===== src/rtl/mem_arb_pkg.sv =====
// Shared types and constants for the two-requester RAM arbiter.
// Requester ids double as bit positions in the req/gnt vectors.
package mem_arb_pkg;

    localparam int DEF_DATA_W = 8;
    localparam int DEF_ADDR_W = 10;

    typedef enum logic {
        CLEAR = 1'b0,
        RUN   = 1'b1
    } state_t;

    localparam logic REQ_A = 1'b0;
    localparam logic REQ_B = 1'b1;

endpackage


===== src/rtl/mem_arbiter_rr_arb2.sv =====
// Combinational two-way round-robin picker. On a conflict the requester
// that was not granted last wins; the last-grant register lives in the parent.
module rr_arb2
    import mem_arb_pkg::*;
(
    input  logic [1:0] req,
    input  logic       last,
    output logic [1:0] gnt
);

    always_comb begin
        gnt = 2'b00;
        if (req[REQ_A] && (!req[REQ_B] || (last == REQ_B))) begin
            gnt[REQ_A] = 1'b1;
        end else if (req[REQ_B]) begin
            gnt[REQ_B] = 1'b1;
        end
    end

endmodule


===== src/rtl/mem_arbiter.sv =====
// Round-robin arbiter sharing one single-port synchronous RAM between requesters A and B.
// Define MEM_ARB_CLEAR_EN to compile in the post-reset zero-fill sweep (CLEAR state).
module mem_arbiter
    import mem_arb_pkg::*;
#(
    parameter int DATA_W = DEF_DATA_W,
    parameter int ADDR_W = DEF_ADDR_W
)
(
    input  logic              clk,
    input  logic              rst,

    input  logic              a_req,
    input  logic              a_we,
    input  logic [ADDR_W-1:0] a_addr,
    input  logic [DATA_W-1:0] a_wdata,
    output logic              a_gnt,
    output logic              a_rvalid,

    input  logic              b_req,
    input  logic              b_we,
    input  logic [ADDR_W-1:0] b_addr,
    input  logic [DATA_W-1:0] b_wdata,
    output logic              b_gnt,
    output logic              b_rvalid,

    output logic [DATA_W-1:0] rdata,
    output logic              busy,

    output logic              mem_en,
    output logic              mem_we,
    output logic [ADDR_W-1:0] mem_addr,
    output logic [DATA_W-1:0] mem_wdata,
    input  logic [DATA_W-1:0] mem_rdata
);

    logic              r_run;
    logic              r_last;
    logic              r_mem_en;
    logic              r_mem_we;
    logic [ADDR_W-1:0] r_mem_addr;
    logic [DATA_W-1:0] r_mem_wdata;
    logic              r_a_pend;
    logic              r_b_pend;
    logic              r_a_rvalid;
    logic              r_b_rvalid;

    logic [1:0]        w_req;
    logic [1:0]        w_pick;
    logic [1:0]        w_gnt;
    logic              w_sel_we;
    logic [ADDR_W-1:0] w_sel_addr;
    logic [DATA_W-1:0] w_sel_wdata;

`ifdef MEM_ARB_CLEAR_EN
    localparam int                DEPTH    = 2**ADDR_W;
    localparam logic [ADDR_W:0]   CLR_LAST = (ADDR_W+1)'(DEPTH - 1);
    localparam logic [ADDR_W:0]   CLR_INC  = (ADDR_W+1)'(1);

    state_t          r_state;
    logic [ADDR_W:0] r_clr_addr;
`endif

    assign w_req[REQ_A] = a_req;
    assign w_req[REQ_B] = b_req;

    rr_arb2 u_rr_arb2 (
        .req  (w_req),
        .last (r_last),
        .gnt  (w_pick)
    );

    // The picker is free-running; grants only escape once the controller is live.
    assign w_gnt = r_run ? w_pick : 2'b00;

    always_comb begin
        w_sel_we    = a_we;
        w_sel_addr  = a_addr;
        w_sel_wdata = a_wdata;
        if (w_gnt[REQ_B]) begin
            w_sel_we    = b_we;
            w_sel_addr  = b_addr;
            w_sel_wdata = b_wdata;
        end
    end

    always_ff @(posedge clk or posedge rst) begin
        if (rst) begin
            r_run       <= 1'b0;
            r_last      <= REQ_B;
            r_mem_en    <= 1'b0;
            r_mem_we    <= 1'b0;
            r_mem_addr  <= '0;
            r_mem_wdata <= '0;
            r_a_pend    <= 1'b0;
            r_b_pend    <= 1'b0;
`ifdef MEM_ARB_CLEAR_EN
            r_state     <= CLEAR;
            r_clr_addr  <= '0;
`endif
        end else begin
            r_mem_en <= 1'b0;
            r_a_pend <= 1'b0;
            r_b_pend <= 1'b0;
`ifdef MEM_ARB_CLEAR_EN
            case (r_state)
                CLEAR: begin
                    r_mem_en    <= 1'b1;
                    r_mem_we    <= 1'b1;
                    r_mem_addr  <= r_clr_addr[ADDR_W-1:0];
                    r_mem_wdata <= '0;
                    if (r_clr_addr == CLR_LAST) begin
                        r_state <= RUN;
                        r_run   <= 1'b1;
                    end else begin
                        r_clr_addr <= r_clr_addr + CLR_INC;
                    end
                end
                default: begin
                    r_state <= RUN;
                end
            endcase
`else
            r_run <= 1'b1;
`endif
            // No grant can occur while CLEAR owns the port, since r_run is still low.
            if (w_gnt != 2'b00) begin
                r_mem_en    <= 1'b1;
                r_mem_we    <= w_sel_we;
                r_mem_addr  <= w_sel_addr;
                r_mem_wdata <= w_sel_wdata;
                r_a_pend    <= w_gnt[REQ_A] & ~w_sel_we;
                r_b_pend    <= w_gnt[REQ_B] & ~w_sel_we;
                r_last      <= w_gnt[REQ_B] ? REQ_B : REQ_A;
            end
        end
    end

    // Read tags trail mem_en by one cycle so rvalid lines up with mem_rdata.
    always_ff @(posedge clk or posedge rst) begin
        if (rst) begin
            r_a_rvalid <= 1'b0;
            r_b_rvalid <= 1'b0;
        end else begin
            r_a_rvalid <= r_a_pend;
            r_b_rvalid <= r_b_pend;
        end
    end

    assign a_gnt     = w_gnt[REQ_A];
    assign b_gnt     = w_gnt[REQ_B];
    assign a_rvalid  = r_a_rvalid;
    assign b_rvalid  = r_b_rvalid;
    assign rdata     = mem_rdata;
    assign mem_en    = r_mem_en;
    assign mem_we    = r_mem_we;
    assign mem_addr  = r_mem_addr;
    assign mem_wdata = r_mem_wdata;

`ifdef MEM_ARB_CLEAR_EN
    assign busy = (r_state == CLEAR);
`else
    assign busy = 1'b0;
`endif

endmodule


===== config.mk =====
export PLATFORM = sky130hd
export DESIGN_NAME = mem_arbiter
export DESIGN_NICKNAME = d
export VERILOG_FILES = /design/src/rtl/mem_arb_pkg.sv /design/src/rtl/mem_arbiter_rr_arb2.sv /design/src/rtl/mem_arbiter.sv
export SDC_FILE = /design/constraint.sdc
export NUM_CORES = 1
export LEC_CHECK = 0
export CAP_MARGIN = 0
export CORE_ASPECT_RATIO = 1.1
export CORE_MARGIN = 2
export CORE_UTILIZATION = 39
export CTS_CLUSTER_DIAMETER = 150
export DETAILED_ROUTE_END_ITERATION = 10
export PLACE_DENSITY = 0.95
export SLEW_MARGIN = 10
export SYNTH_ARGS = -nofsm -noshare
export SYNTH_HDL_FRONTEND = slang
export SYNTH_SLANG_ARGS = --single-unit

===== constraint.sdc =====
create_clock -name clk -period 1.76 [get_ports clk]
set_clock_uncertainty 0.05 [all_clocks]
set_input_delay 0.44 -clock clk [delete_from_list [all_inputs] [get_ports clk]]
set_output_delay 0.44 -clock clk [all_outputs]
set_load 0.01 [all_outputs]

==> results.toml, run 1 <==
[run_status]
outcome = "finished clean"

[min_path]
min_to = "b_rvalid$_DFF_PP0_"
hold_depth = 0
hp-class = "flip-flop to flip-flop"
min_from = "r_b_pend$_DFF_PP0_"

[logic_synthesis]
yosys.area.top_type_share_pct = 47.2
ys_seq_elements = 26
synth_area_leader_cell = "dfrtp_1"
yosysUniqueCellTypes = 21
avgSynthCellArea_um2 = 9.60
yosysWarnings = 0
synthCells = 138
synthesis.nets = 188
yosysSeqAreaShare_pct = 49.2
syn-cell-area_um2 = 1330
synth.area.top_cells = "dfrtp_1 47%, o2111ai_1 12%, a31oi_1 8.5%"

[setup_path]
cpMaxStageDelayCell = "clkdlybuf4s50_1"
cp_max_fo = 2
crit_path_end_kind = "output pin"
slowest_delay_ps = 540
worstPathArrival_ps = 1240
path_buf_inv = 1
reg2reg_setup_slack_ps = 400
rr_startpoint = "r_run$_DFF_PP0_"
path_class = "flip-flop to output pin"
cp.required_ps = 1270
critPathLaunchType = "flip-flop"
crit_chain = "clkdlybuf4s50_1"
rr_endpoint = "mem_addr[8]$_DFFE_PP0P_"
path_delay_family = "buffers and inverters"
worstRegToRegCells = 5

[power]
seq_power_share_pct = 46.5
powerDensity_nw_per_um2 = 736
ir_drop_v = 0.000306
swShare_pct = 28.7
p_leak_uw = 0.000891
clkPwrFrac_pct = 20.3
comb_power_share_pct = 33.2
internal_power_uw = 1080
switchingPower_uw = 435

[sta]
period_needed_ps = 1730
slew_violations = 0
final-hold-violation-count = 0
max_freq_mhz = 578
setup-tns-final_ps = 0
setup_viol = 0
fin_crit_sh_pct = 98.3

[die]
dieWidth_um = 59.6
initial_core_util_pct = 40.1
num_io_pins = 83
die_h_um = 65.1
die_area_um2 = 3880
core_um2 = 3300
rows = 22

[route]
vias_per_cell = 5.48
drt-wirelength-per-cell_um = 15.8
drc_errors = 0
dr.pass1.iters = 4
via_count = 1310
wl_um = 3770
initialDrtViolationCount = 64
antenna_left = 0

[grt]
grt_pass1_wl_um = 5790
grt_usage_pct = 19.2
grt_pass1_vias = 1310
overflow = 0
antenna_found_initial = 0
grt_start_max_net_pins = 27

[cts]
clock_sinks = 26
clk_pin_slew_ps = 150
cts_root_buf = "clkbuf_4"
htree_num_levels = 1
cts_hold_buffers = 0
cts_tree = "yes"
clockBufferDepth = 2
clkLatencyLatePin_ps = 320
cts_buffers = 3

[cells_and_area]
drive_gt1_share_pct = 14.8
fin_util_pct = 62.4
layout_common_cells = "50 x clkdlybuf4s50_1, 25 x dfrtp_1, 20 x nor2_1, 20 x buf_4"
n_antenna_cell = 0
final_common_cell = "clkdlybuf4s50_1"
layout.nets = 254
area_growth_pct = 55.5

[run]
max_cap_violations = 0

[place]
gp_congestion = 0.767
port_buffers = 65
place_hpwl_um = 2610
==> layer usage <==
layer / share of wire (%) / global-route usage (%) / up-vias / wire length (um)
met3: 4.7 / 2.76 / 8 / 178
met2: 53 / 34.2 / 44 / 2010
met4: 1.5 / 6.39 / 0 / 56
met5: 0 / 0 / - / 0
met1: 40 / 23.3 / 627 / 1520
li1: - / - / 631 / -
==> layout make-up <==
| cell class | count | area (um^2) |
|---|---|---|
| fillers | 281 | 1240 |
| repair buffers | 85 | 816 |
| flip-flops and latches | 26 | 652 |
| multi-input cells | 85 | 500 |
| well taps | 36 | 45.0 |
| clock buffers | 4 | 36.3 |
| inverters | 3 | 11.3 |
==> cell families after synthesis <==
family,Yosys count,synth area share [%]
AOI/OAI and AO/OA,58,29.6
buffers and inverters,27,13.2
DFF,26,49.2
and+or+nand+nor,25,7.46
other,2,0.567
==> registers in the layout, summed over array words and instances, names as in the netlist <==
| name | count |
|---|---|
| r_last | 1 |
| b_rvalid | 1 |
| mem_wdata | 8 |
| mem_en | 1 |
| a_rvalid | 1 |
| mem_we | 1 |
| r_a_pend | 1 |
| mem_addr | 10 |
| r_b_pend | 1 |
| r_run | 1 |
==> cell usage after synthesis <==
cell,count
o21a_1,1
o2111ai_1,18
a211oi_2,1
inv_1,2
and2_1,1
buf_2,8
o21ai_1,10
inv_2,1
nor2_1,20
clkbuf_1,1
dfrtp_1,25
o21ai_0,8
a31oi_1,18
conb_1,2
buf_4,13
o22ai_1,1
nand2_1,2
nor3_1,2
a21oi_1,1
dfstp_2,1
buf_6,2
==> power by group through the flow <==
stage	combinational [uW]	sequential (uW)	clock [uW]
2_1_floorplan	194	747	0
3_3_place_gp	468	714	0
3_5_place_dp	476	719	0
4_1_cts	474	707	308
5_1_grt	546	713	338
6_report	504	705	307
==> how the worst max path moves through the flow <==
stage	start	to	slack, ps	depth (start not counted)
after detailed placement	a_req	b_gnt	-490	4
after CTS	mem_addr[1]$_DFFE_PP0P_	mem_addr[1]	10	1
after floorplan	r_last$_DFFE_PP1P_	a_gnt	340	3
final	mem_wdata[4]$_DFFE_PP0P_	mem_wdata[4]	30	1
after global placement	a_req	b_gnt	-500	4
after global routing	mem_addr[5]$_DFFE_PP0P_	mem_addr[5]	-20	1
==> stage by stage <==
step | setup WS [ps] | instance area, um^2 | instances | hold WS [ps] | total power [uW]
after floorplan | 341 | 1330 | 138 | 281 | 941
after global placement | -505 | 1950 | 227 | 283 | 1180
after detailed placement | -492 | 1950 | 227 | 302 | 1190
after CTS | 9.90 | 1970 | 231 | 329 | 1490
after global routing | -16.8 | 2060 | 239 | 342 | 1600
final | 30.0 | 2060 | 239 | 331 | 1520
==> worst register-to-register path, cell delays in order (launching register included) <==
cell	delay, ps
dfrtp_1	420
buf_4	190
o21a_1	180
buf_4	230
nor2_1	60
a31oi_1	160
==> timing repair <==
action / 4_1_cts / 5_1_grt
gates cloned: 0 / 0
setup endpoints to repair: 2 / 15
setup buffers: 0 / 8
pin swaps: 0 / 0
resized for setup: 11 / 11
(Power assumes the default switching activity.)
==> run 2, diff against run 1 <==
Settings changed: REMOVE_ABC_BUFFERS from default to 1.
==> results.toml, run 2 (synthesis gave the netlist of run 1 again) <==
[cells_and_area]
stdcell_count = 234
layout.nets = 249
n_antenna_cell = 0
drive_gt1_share_pct = 12.6
largest_register_ffs = 10
stdcell_area_um2 = 2020
area_growth_pct = 52.5
final_common_cell = "clkdlybuf4s50_1"
layout_common_cells = "56 x clkdlybuf4s50_1, 25 x dfrtp_1, 20 x nor2_1"

[die]
die_area_um2 = 3880
rows = 22
die_h_um = 65.1
dieWidth_um = 59.6
initial_core_util_pct = 40.1
core_um2 = 3300
num_io_pins = 83

[grt]
grt_start_max_net_pins = 21
antenna_found_initial = 0
grt_pass1_vias = 1290
overflow = 0
grt_usage_pct = 19.2
grt_pass1_wl_um = 5730

[route]
via_count = 1301
dr.pass1.iters = 5
drt-wirelength-per-cell_um = 15.5
initialDrtViolationCount = 68
wl_um = 3640
drc_errors = 0
dr_wl_met3_um = 254
wl_met1_um = 1390
highest_layer = "met4"
antenna_left = 0
wl_met2_um = 1940
vias_per_cell = 5.56

[sta]
max_freq_mhz = 578
slew_violations = 0
rsz0062_at_grt = "no"
fin_ws_ps = 30.2
fin_crit_sh_pct = 98.3
setup_viol = 0
setup-tns-final_ps = 0
period_needed_ps = 1730
final-hold-violation-count = 0

[place]
dpl_cell_area_um2 = 1970
gp_congestion = 0.794
port_buffers = 65
dp_slack_ps = -447
dp_cells = 229
place_hpwl_um = 2660

[power]
power_uw = 1480
ir_drop_v = 0.000255
swShare_pct = 28.2
switchingPower_uw = 418
internal_power_uw = 1070
seq_power_share_pct = 47.7
p_leak_uw = 0.000828
comb_power_share_pct = 32.3
clkPwrFrac_pct = 20.0
powerDensity_nw_per_um2 = 734

[setup_path]
path_buf_inv = 1
reg2reg_setup_slack_ps = 390
worstPathArrival_ps = 1240
cp_max_fo = 2
crit_path_end_kind = "output pin"
crit_start = "mem_wdata[1]$_DFFE_PP0P_"
slowest_delay_ps = 540
cp.required_ps = 1270
path_delay_family = "buffers and inverters"
path_class = "flip-flop to output pin"
crit_chain = "clkdlybuf4s50_1"
rr_startpoint = "r_run$_DFF_PP0_"
cpMaxStageDelayCell = "clkdlybuf4s50_1"
critPathLaunchType = "flip-flop"
rr_endpoint = "mem_wdata[6]$_DFFE_PP0P_"
worstRegToRegCells = 5

[cts]
cts_hold_buffers = 0
cts_root_buf = "clkbuf_4"
cts_buffers = 3
clk_pin_slew_ps = 140
clkLatencyLatePin_ps = 310
htree_num_levels = 1
clockBufferDepth = 2
clock_sinks = 26
cts_tree = "yes"

[run]
max_cap_violations = 0

[min_path]
min_from = "r_b_pend$_DFF_PP0_"
hold_depth = 0
min_to = "b_rvalid$_DFF_PP0_"
hp-class = "flip-flop to flip-flop"

[run_status]
outcome = "finished clean"
-- run 2: per-stage QoR --
step / utilization (%) / hold slack, ps
finish: 61.2 / 315
global route: 61.2 / 334
CTS: 60.6 / 318
detailed placement: 59.8 / 288
global placement: 59.8 / 283
floorplan: - / 281
-- run 2: final cells by class --
| class | instances | area (um^2) |
|---|---|---|
| fill | 278 | 1280 |
| timing repair buffer | 80 | 776 |
| sequential | 26 | 652 |
| multi-input combinational | 85 | 500 |
| tap | 36 | 45.0 |
| clock buffer | 4 | 36.3 |
| inverter | 3 | 11.3 |
-- run 2: how the worst max path moves through the flow --
stage | to | slack [ps] | cells past startpoint
5_1_grt | mem_wdata[1] | 0.05 | 1
2_1_floorplan | mem_we$_DFFE_PP0P_ | -10 | 3
6_report | mem_wdata[1] | 30 | 1
4_1_cts | mem_wdata[3] | 9 | 1
3_5_place_dp | a_gnt | -450 | 4
3_3_place_gp | b_gnt | -450 | 4
-- run 2: metal layers --
metal  GRT usage [%]  up-vias
met5               0        -
met4            7.78        0
met3            3.94        7
met2            34.3       64
met1            22.0      605
li1                -      625
-- run 2: power groups by stage --
stage / clock [uW] / sequential, uW / combinational [uW]
after global routing: 318 / 715 / 521
after global placement: 0 / 717 / 474
after CTS: 296 / 709 / 479
after detailed placement: 0 / 721 / 480
final: 297 / 708 / 479
after floorplan: 0 / 751 / 138
-- run 2: what timing repair did --
item,CTS,global route
resized for setup,11,5
buffers inserted,0,1
endpoints found under the setup margin,2,6
